File: config.mk
export PLATFORM = sky130hd
export DESIGN_NAME = seq_mult_unit
export DESIGN_NICKNAME = d
export VERILOG_FILES = /design/src/rtl/seq_mult_unit.sv
export SDC_FILE = /design/constraint.sdc
export NUM_CORES = 1
export LEC_CHECK = 0
export CAP_MARGIN = 10
export CORE_MARGIN = 2
export CORE_UTILIZATION = 50
export CTS_CLUSTER_DIAMETER = 30
export DETAILED_ROUTE_END_ITERATION = 12
export PLACE_DENSITY = 0.85
export SKIP_LAST_GASP = 1
export SYNTH_ARGS = -nofsm -noshare
export SYNTH_HDL_FRONTEND = slang
export SYNTH_SLANG_ARGS = --single-unit
File: constraint.sdc
create_clock -name clk -period 3.3 [get_ports clk]
set_clock_uncertainty 0.2 [all_clocks]
set_input_delay 0.495 -clock clk [delete_from_list [all_inputs] [get_ports clk]]
set_output_delay 0.495 -clock clk [all_outputs]
set_load 0.02 [all_outputs]
File: src/rtl/seq_mult_unit.sv
`default_nettype none
// ============================================================================
// Module   : seq_mult_unit
// Purpose  : Sequential shift-add multiplier, WIDTH x WIDTH -> 2*WIDTH bits.
//            Retires one multiplier bit per clock. Supports unsigned and
//            two's-complement operands, selected per transaction.
//            Valid/ready handshakes on both the operand and result sides.
// Ports    : clk, rst        - clock, synchronous active-high reset
//            in_valid/ready  - operand handshake (ready only in IDLE)
//            a, b            - multiplicand / multiplier, WIDTH bits
//            is_signed       - 1: operands are two's complement
//            out_valid/ready - result handshake (valid only in DONE)
//            product         - 2*WIDTH-bit result, held while in DONE
//            busy            - high while a transaction is in flight
// Revision : 1.0 - initial release
// ============================================================================
module seq_mult_unit #(
    parameter int WIDTH = 4
) (
    input  logic                 clk,
    input  logic                 rst,
    input  logic                 in_valid,
    output logic                 in_ready,
    input  logic [WIDTH-1:0]     a,
    input  logic [WIDTH-1:0]     b,
    input  logic                 is_signed,
    output logic                 out_valid,
    input  logic                 out_ready,
    output logic [2*WIDTH-1:0]   product,
    output logic                 busy
);

    localparam int CW = (WIDTH > 2) ? $clog2(WIDTH) : 1;
    localparam logic [CW-1:0]      c_LAST    = CW'(WIDTH - 1);
    localparam logic [CW-1:0]      c_CNT_ONE = CW'(1);
    localparam logic [WIDTH-1:0]   c_ONE_W   = WIDTH'(1);
    localparam logic [2*WIDTH-1:0] c_ONE_P   = (2*WIDTH)'(1);

    typedef enum logic [1:0] {
        IDLE = 2'd0,
        BUSY = 2'd1,
        DONE = 2'd2
    } state_t;

    state_t               state_q, state_d;
    logic [WIDTH-1:0]     mcand_q, mcand_d;
    logic [WIDTH-1:0]     mplier_q, mplier_d;
    logic                 neg_q, neg_d;
    logic [2*WIDTH-1:0]   acc_q, acc_d;
    logic [CW-1:0]        count_q, count_d;
    logic [2*WIDTH-1:0]   product_q, product_d;

    // Magnitudes fit in WIDTH unsigned bits: -2^(WIDTH-1) negates to
    // 2^(WIDTH-1), which is representable as an unsigned WIDTH-bit value.
    logic [WIDTH-1:0]     w_a_mag;
    logic [WIDTH-1:0]     w_b_mag;
    logic [2*WIDTH-1:0]   w_addend;
    logic [2*WIDTH-1:0]   w_acc_sum;

    assign w_a_mag = (is_signed && a[WIDTH-1]) ? (~a + c_ONE_W) : a;
    assign w_b_mag = (is_signed && b[WIDTH-1]) ? (~b + c_ONE_W) : b;

    assign w_addend  = {{WIDTH{1'b0}}, mcand_q} << count_q;
    assign w_acc_sum = acc_q + (mplier_q[count_q] ? w_addend : '0);

    always_comb begin
        state_d   = state_q;
        mcand_d   = mcand_q;
        mplier_d  = mplier_q;
        neg_d     = neg_q;
        acc_d     = acc_q;
        count_d   = count_q;
        product_d = product_q;
        case (state_q)
            IDLE: begin
                if (in_valid) begin
                    state_d  = BUSY;
                    mcand_d  = w_a_mag;
                    mplier_d = w_b_mag;
                    neg_d    = is_signed & (a[WIDTH-1] ^ b[WIDTH-1]);
                    acc_d    = '0;
                    count_d  = '0;
                end
            end
            BUSY: begin
                acc_d   = w_acc_sum;
                count_d = count_q + c_CNT_ONE;
                if (count_q == c_LAST) begin
                    state_d   = DONE;
                    // Sign is applied once, to the final sum of this cycle.
                    product_d = neg_q ? (~w_acc_sum + c_ONE_P) : w_acc_sum;
                end
            end
            DONE: begin
                if (out_ready) begin
                    state_d = IDLE;
                end
            end
            default: begin
                state_d = IDLE;
            end
        endcase
    end

    always_ff @(posedge clk) begin
        if (rst) begin
            state_q   <= IDLE;
            mcand_q   <= '0;
            mplier_q  <= '0;
            neg_q     <= 1'b0;
            acc_q     <= '0;
            count_q   <= '0;
            product_q <= '0;
        end else begin
            state_q   <= state_d;
            mcand_q   <= mcand_d;
            mplier_q  <= mplier_d;
            neg_q     <= neg_d;
            acc_q     <= acc_d;
            count_q   <= count_d;
            product_q <= product_d;
        end
    end

    // Handshake outputs decode only the state register.
    assign in_ready  = (state_q == IDLE);
    assign out_valid = (state_q == DONE);
    assign busy      = (state_q != IDLE);
    assign product   = product_q;

endmodule
`default_nettype wire

## After elaboration in Yosys (flattened, before gate mapping)

Index checks and enable logic that the tools add are counted.
Widths: inputs -> output; s select.

| storage, ports and cells | value |
|---|---|
| bits in registers | 29 |
| bits in latches | 0 |
| bits in writable memories | 0 |
| memory bits (read-only) | 0 |
| logic and storage cells | 48 |
| memories | 0 |

| cells by class | value |
|---|---|
| $add $sub $neg | 5 |
| $mul | 0 |
| div/mod/pow operators | 0 |
| magnitude comparators | 1 |
| equality and inequality tests | 6 |
| shifts and indexed selects | 1 |
| mux-type cells | 14 |
| bitwise gates (word level) | 5 |
| reduce and logical (&&, ||, !) cells | 9 |

Operator list:

| kind | number |
|---|---|
| $mux 8 | 3 |
| $pmux 8 s2 | 1 |
| $add 4x1->4 const B | 2 |
| $add 8x1->8 const B | 1 |
| $add 8x8->8 | 1 |
| $mux 2 | 4 |
| $mux 4 | 2 |
| $not 4->4 | 2 |
| $not 8->8 | 1 |
| $shl 4x2->8 | 1 |
| $pmux 2 s3 | 1 |
| $reduce_and 2->1 | 3 |
| $eq 2x2->1 const B | 2 |
| $ne 2x2->1 const B | 2 |
| $pmux 2 s2 | 1 |
| $reduce_bool 2->1 | 2 |
| $lt 2x3->1 const B | 1 |
| $reduce_and 3->1 | 1 |
| $add 2x1->2 const B | 1 |
| $bmux 1 s2 | 1 |
| $eq 2x1->1 const B | 1 |
| $logic_and 1x1->1 | 2 |
| $logic_not 2->1 | 1 |
| $ne 2x1->1 const B | 1 |
| other kinds (3) | 3 |

## Longest topological paths before layout

Gate-level depths: netlist of run 1.

| logic depth | value |
|---|---|
| word-level depth | 7 |
| mapped depth | 12 |
| depth with buffers taken out | 11 |

## Least setup slack after synthesis of run 1

Ideal clock, no wire load.

| timing path | value |
|---|---|
| path kind | flip-flop to flip-flop |
| start | register count_q[1] |
| end | register product_q[7], in the netlist product[7] |
| setup time | 0.096 ns |
| data arrival time | 2.917 ns |
| slack | 0.087 ns |
| cell stages (with the launch flop) | 13 |
| buffers on the path | 1 |
| cells stage by stage | dfxtp_1 -> clkbuf_1 -> mux2_2 -> nand2_1 -> o21ai_0 -> and2_1 -> ha_1 -> a21oi_2 -> nand2_2 -> or3_4 -> a2111o_1 -> and3_4 -> o41ai_2 |

| between the ends | value |
|---|---|
| cells in the longest elaborated chain, start to end | 7 |
| elaborated cells on any way between the ends | 10 |
| those cells by class | 2 x add/sub; 1 x eq/ne; 1 x shift; 4 x mux; 1 x bitwise; 1 x reduce/logical |

Ends and longest elaborated chain:

| what | RTL line | text |
|---|---|---|
| start: declaration | 50 | `logic [CW-1:0] count_q, count_d;` |
| start signal: assignment | 120 | `count_q <= count_d;` |
| $bmux 1 s2 | 64 | `assign w_acc_sum = acc_q + (mplier_q[count_q] ? w_addend : '0);` |
| $mux 1 (not written as such) | 64 |  |
| $mux 8 | 64 |  |
| $add 8x8->8 | 64 |  |
| $not 8->8 | 91 | `product_d = neg_q ? (~w_acc_sum + c_ONE_P) : w_acc_sum;` |
| $add 8x1->8 | 91 |  |
| $mux 8 | 91 |  |
| end signal: assignment | 121 | `product_q <= product_d;` |
| end: declaration | 51 | `logic [2*WIDTH-1:0] product_q, product_d;` |

Parallel ways exist; a longest one is shown, timed or not. The select of a mux whose other input is x is not followed.
A chain may end at the register's enable or synchronous reset.

## Worst setup path after layout of run 1

| timing path | value |
|---|---|
| start | register count_q[0] |
| end | register product_q[7], in the netlist product[7] |

Same word-level chain as after synthesis.

==> run_results.csv, run 1 <==
group,metric,value,unit
run_status,outcome,"finished clean",
synthesis,syn_area_per_cell,7.98,um2
timing,final_critical_path_setup_slack,151,ps
worst_hold_path,hold_path.startpoint,"product[0]$_SDFFE_PP0P_",
routing,drt_pre_antenna_iters,4,
setup_path,crit_start,"count_q[0]$_SDFFE_PP0P_",
timing,report.final.setup_viol,0,
synthesis,register_bit_total_from_synthesis,29,
synthesis,main_combinational_cell_family_by_area_after_synthesis,"simple AND/OR/NAND/NOR gates",
synthesis,mux_share_of_post_synthesis_cell_area,0.0345,
place,placement.setup.worst_slack,159,ps
routing,dr.first_iter.drc_count,122,
routing,via_count,1723,
timing,setup_tns,0,ps
pwr,comb_power_share,0.130,
worst_hold_path,min_delay_worst_type,"flop to flop",
pwr,seq_power_share,0.485,
die,initial_utilization,0.514,
die,num_io_pins,24,
global_route,grt_pass1_wl,6710,um
place,place_congestion,0.914,
timing,fin_crit_sh,0.954,
pwr,clock_power_share,0.385,
pwr,switching_power,195,uW
die,die_height,64.9,um
global_route,grt-ovfl-total,0,
flow_run,max-cap-violations,0,
clocking,clk_path_buf_depth,2,
setup_path,worst_setup_path_end_kind,"flop",
place,port_buffers,23,
routing,vias_per_cell,5.67,
clocking,cts_tree,"built",
die,die_x,64.9,um
timing,final.min_clock_period,3150,ps
timing,drv_slew,0,
synthesis,synth-seq-area-share,0.314,
timing,max_clock_freq,318,MHz
final_layout,flow.area_growth_from_synthesis,21.1,%
timing,timing.max_slew.rel_slack,0.541,
place,postPlaceCellArea,0.00213,mm2
synthesis,synth_enable_flop_cells,0,
clocking,cts.sink_count,29,
final_layout,nets,281,
clocking,cts_max_level,2,
synthesis,asyncSetResetFlopFracSynth,0,
pwr,p_leak,0.875,nW
timing,worst-slew-pin-transition,687,ps
synthesis,post_synth_instance_area,0.00185,mm2
final_layout,drive_gt1_frac,0.102,
synthesis,ys_warn_count,0,
final_layout,final_area,0.00224,mm2
routing,drc_errors,0,
routing,wl_per_cell,13.4,um
global_route,grt_pass1_vias,1566,
setup_path,worst_ep_arrival_time,3140,ps
global_route,antenna_found_initial,0,
synthesis,synthesis.nets,257,
final_layout,antenna_cells,0,
setup_path,setup.worst_path.class,"flop to flop",
timing,worst_hold_slack,256,ps
global_route,grt_util_overall,0.208,
synthesis,synth_simple_gate_area_frac,0.259,
place,dp_hpwl,3040,um
die,fp.coreArea,0.00361,mm2
timing,hold_violations,0,
clocking,cts.clk_slew.worst_paths,60,ps
clocking,cts_buffers,5,
clocking,buffers_inserted_by_post_cts_timing_repair,0,
pwr,irDropWorstVdd,0.213,mV
synthesis,postSynthCellCount,232,
synthesis,synth-compound-area-share,0.223,
global_route,grt_start_max_net_pins,17,
setup_path,origin_of_the_critical_flop_to_flop_path,"count_q[0]$_SDFFE_PP0P_",
routing,drt.antenna.violating_nets,0,
setup_path,cp_max_fo,5,
pwr,power.density,342,mW/mm2
synthesis,synth_cell_type_count,52,
setup_path,worst_setup_path_start_kind,"flop",
synthesis,synth_flop_cell,"sky130_fd_sc_hd__dfxtp_1",
die,area_of_the_die,0.00421,mm2
clocking,clk_latency,290,ps
pwr,cell_internal_pwr,571,uW
synthesis,post_synth_fa_ha_maj_area_fraction,0.0851,
clocking,cts-root-buf,"sky130_fd_sc_hd__clkbuf_8",
pwr,switching_share,0.254,
die,row_count,22,
setup_path,timing.critical_path.required,3290,ps
final_layout,nFillCells,323,
synthesis,synthXorXnorAreaFrac,0.0378,
routing,postRouteWirelength,4080,um
synthesized netlist by cell type (all sizes together) (3+ instances only):
library cell,instances,area [um2]
nand3,14,70.1
o21ai,7,35.0
a311oi,3,32.5
and3,3,28.8
mux2i,3,30.0
nand2b,4,25.0
a21oi,18,93.8
xnor2,4,35.0
nand2,30,115
a211o,3,26.3
inv,14,52.6
a211oi,6,45.0
ha,11,138
or3,3,25.0
dfxtp,29,581
xor2,4,35.0
nor2,26,100
a22oi,6,45.0
and2,5,32.5
nor2b,3,18.8
clkbuf,9,33.8
metrics by stage:
step | instances | total power [mW] | util
final | 304 | 0.766 | 0.622
after global routing | 304 | 0.801 | 0.622
after CTS | 304 | 0.770 | 0.615
after detailed placement | 297 | 0.477 | 0.591
after global placement | 297 | 0.475 | 0.591
after floorplan | 232 | 0.438 | -
cell families after synthesis:
kind of cell	count (synthesis)
mux	5
fa+ha+maj	12
buf+inv	23
flops	29
simple gates	97
compound gates	58
xor+xnor	8
worst max-delay path, cell delays in order, from the launching register on:
cell	delay (ps)
sky130_fd_sc_hd__dfxtp_1	350
sky130_fd_sc_hd__mux4_2	520
sky130_fd_sc_hd__and2_1	160
sky130_fd_sc_hd__ha_1	350
sky130_fd_sc_hd__a211o_1	370
sky130_fd_sc_hd__a21oi_2	200
sky130_fd_sc_hd__o22ai_2	120
sky130_fd_sc_hd__a2111o_1	430
sky130_fd_sc_hd__and3_4	190
sky130_fd_sc_hd__o41ai_2	180
registers in the layout, summed over array words and instances, names as in the netlist:
register	cells
state_q	2
product	8
count_q	2
neg_q	1
mplier_q	4
acc_q	8
mcand_q	4
final timing paths:
path                                                 to  slack (ps)  depth (start not counted)
worst max-delay path            product[7]$_SDFFE_PP0P_         150                          9
worst min register to register  product[0]$_SDFFE_PP0P_         260                          2
worst max register to register  product[7]$_SDFFE_PP0P_         150                          9
worst min-delay path            product[0]$_SDFFE_PP0P_         260                          2
power groups by stage:
stage	sequential [mW]	combinational [mW]	clock, mW
2_1_floorplan	0.375	0.0631	0
3_3_place_gp	0.378	0.0964	0
3_5_place_dp	0.379	0.0985	0
4_1_cts	0.371	0.0991	0.300
5_1_grt	0.373	0.113	0.315
6_report	0.371	0.0998	0.295
area by class of cell:
type | instances | area (um2) | area share
repair buffers | 26 | 253 | 0.113
clock buffers | 7 | 86.3 | 0.0385
inverters | 14 | 52.6 | 0.0234
flip-flops and latches | 29 | 582 | 0.259
multi-input cells | 180 | 1210 | 0.539
well taps | 48 | 60.1 | 0.0268
layout by cell type (no fill, tap or decap), drive strengths merged, types with 2 or more instances in the layout:
cell	synthesis	layout
a211oi	6	6
a21oi	18	18
xnor2	4	4
ha	11	11
xor2	4	4
a311oi	3	3
o31ai	2	2
nand2b	4	4
mux2i	3	3
a22oi	6	6
inv	14	14
clkdlybuf4s50	0	23
nand3	14	14
nor2b	3	3
or3	3	3
and3	3	3
o311ai	2	2
a211o	3	3
nor2	26	26
nand3b	2	2
dfxtp	29	29
nand4	2	2
nand2	30	30
o21ai	7	7
o22ai	2	2
buf	0	3
and2	5	5
o21a	2	2
clkbuf	9	7
metal layers:
layer / vias to the layer above / track usage / part of all wire
li1: 879 / - / -
met1: 782 / 0.223 / 0.40
met2: 54 / 0.379 / 0.52
met3: 8 / 0.0573 / 0.064
met4: 0 / 0.0878 / 0.015
met5: - / 0 / 0
timing repair:
item	in CTS	in global routing
hold buffers	0	0
setup endpoints to repair	0	2
resized for setup	0	5
Note: power is estimated with default switching activity, not from simulation.
==> run 2, diff against run 1 <==
- REMOVE_ABC_BUFFERS: default -> 1
==> run_results.csv, run 2 (synthesis gave the netlist of run 1 again) <==
group,metric,value,unit
run_status,outcome,"finished clean",
routing,via_count,1710,
setup_path,worst_setup_path_start_kind,"flop",
timing,report.final.setup_viol,0,
global_route,grt_pass1_wl,6850,um
clocking,cts_buffers,5,
die,die_height,64.9,um
die,initial_utilization,0.514,
timing,hold_violations,0,
timing,drv_slew,0,
final_layout,flow.area_growth_from_synthesis,19.9,%
global_route,grt-ovfl-total,0,
setup_path,worst_ep_arrival_time,3100,ps
routing,drt_pre_antenna_iters,4,
routing,dr.first_iter.drc_count,58,
place,place_congestion,0.797,
clocking,cts_tree,"built",
routing,drt.antenna.violating_nets,0,
clocking,cts-root-buf,"sky130_fd_sc_hd__clkbuf_8",
setup_path,origin_of_the_critical_flop_to_flop_path,"count_q[0]$_SDFFE_PP0P_",
routing,postRouteWirelength,3930,um
clocking,postCtsHoldBufs,0,
pwr,p_leak,0.871,nW
global_route,grt_pass1_vias,1550,
pwr,power.density,339,mW/mm2
die,die_x,64.9,um
setup_path,worst_setup_path_end_kind,"flop",
timing,fin_crit_sh,0.941,
die,area_of_the_die,0.00421,mm2
global_route,grt_util_overall,0.209,
place,port_buffers,23,
clocking,cts.sink_count,29,
timing,worst-slew-pin-transition,731,ps
timing,rsz_0062_raised_after_global_routing,"false",
timing,final.min_clock_period,3110,ps
worst_hold_path,min_to,"product[0]$_SDFFE_PP0P_",
worst_hold_path,min_delay_worst_type,"flop to flop",
clocking,buffers_inserted_by_post_cts_timing_repair,0,
place,dp_hpwl,3000,um
flow_run,max-cap-violations,0,
clocking,clk_latency,290,ps
clocking,cts.clk_slew.worst_paths,60,ps
timing,max_clock_freq,322,MHz
timing,setup_tns,0,ps
setup_path,worst_case_reg_to_reg_path_depth,9,
routing,wl_per_cell,12.8,um
setup_path,setup.worst_path.class,"flop to flop",
die,fp.coreArea,0.00361,mm2
die,num_io_pins,24,
final_layout,nFillCells,336,
global_route,antenna_found_initial,0,
final_layout,antenna_cells,0,
clocking,clk_path_buf_depth,2,
timing,timing.max_slew.rel_slack,0.511,
worst_hold_path,hold_path.startpoint,"product[0]$_SDFFE_PP0P_",
setup_path,cp_max_fo,5,
setup_path,timing.critical_path.required,3300,ps
routing,vias_per_cell,5.59,
setup_path,r2r-end,"product[7]$_SDFFE_PP0P_",
setup_path,crit_start,"count_q[0]$_SDFFE_PP0P_",
final_layout,drive_gt1_frac,0.0930,
pwr,design_power_total,752,uW
pwr,irDropWorstVdd,0.210,mV
final_layout,nets,282,
final_layout,mostFrequentLayoutCells,"sky130_fd_sc_hd__nand2_1, sky130_fd_sc_hd__dfxtp_1, sky130_fd_sc_hd__nor2_1, sky130_fd_sc_hd__clkdlybuf4s50_1, sky130_fd_sc_hd__a21oi_1",
setup_path,r2r_slack,190,ps
clocking,cts_max_level,2,
routing,drc_errors,0,
global_route,grt_start_max_net_pins,17,
die,row_count,22,
worst_hold_path,min_delay_path_depth,2,
clocking,postCtsResizedCells,0,
==> run 2: layout make-up <==
cell class / count / area, um2 / area share
sequential: 29 / 581 / 0.261
timing repair buffer: 27 / 260 / 0.117
clock buffer: 6 / 72.6 / 0.0327
multi-input combinational: 180 / 1180 / 0.534
clock inverter: 2 / 10.0 / 0.00451
tap: 48 / 60.1 / 0.0270
inverter: 14 / 52.6 / 0.0237
==> run 2: how the worst max path moves through the flow <==
stage | slack (ps) | depth (start not counted) | to
after global placement | 260 | 9 | product[7]$_SDFFE_PP0P_
after global routing | 40 | 9 | product[7]$_SDFFE_PP0P_
after floorplan | 80 | 9 | product[7]$_SDFFE_PP0P_
after detailed placement | 200 | 9 | product[7]$_SDFFE_PP0P_
final | 190 | 9 | product[7]$_SDFFE_PP0P_
after CTS | 200 | 9 | product[7]$_SDFFE_PP0P_
==> run 2: worst max-delay path, cell delays in order (launching register included) <==
cell	delay [ps]
sky130_fd_sc_hd__dfxtp_1	340
sky130_fd_sc_hd__mux4_2	520
sky130_fd_sc_hd__and2_1	160
sky130_fd_sc_hd__ha_1	340
sky130_fd_sc_hd__a211o_1	360
sky130_fd_sc_hd__a21oi_1	190
sky130_fd_sc_hd__o22ai_1	130
sky130_fd_sc_hd__a2111o_1	410
sky130_fd_sc_hd__and3_4	190
sky130_fd_sc_hd__o41ai_2	170
==> run 2: routing by layer <==
layer / wire [um] / GRT usage / share of wire
met1: 1770 / 0.249 / 0.45
met2: 1950 / 0.362 / 0.49
met3: 167 / 0.0573 / 0.042
met4: 50 / 0.0665 / 0.013
met5: 0 / 0 / 0
==> run 2: power breakdown <==
part           internal (mW)  switching (mW)
Combinational         0.0459          0.0546
Sequential             0.360          0.0102
Clock                  0.146           0.135
Total                  0.552           0.200
==> run 2: stage by stage <==
stage | setup WS [ps] | utilization | hold slack (ps) | cells | cell area [um2]
6_report | 194 | 0.616 | 254 | 306 | 2220
2_1_floorplan | 82.3 | - | 246 | 223 | 1820
4_1_cts | 195 | 0.616 | 257 | 306 | 2220
3_3_place_gp | 262 | 0.593 | 243 | 298 | 2140
5_1_grt | 39.3 | 0.616 | 268 | 306 | 2220
3_5_place_dp | 198 | 0.593 | 248 | 298 | 2140
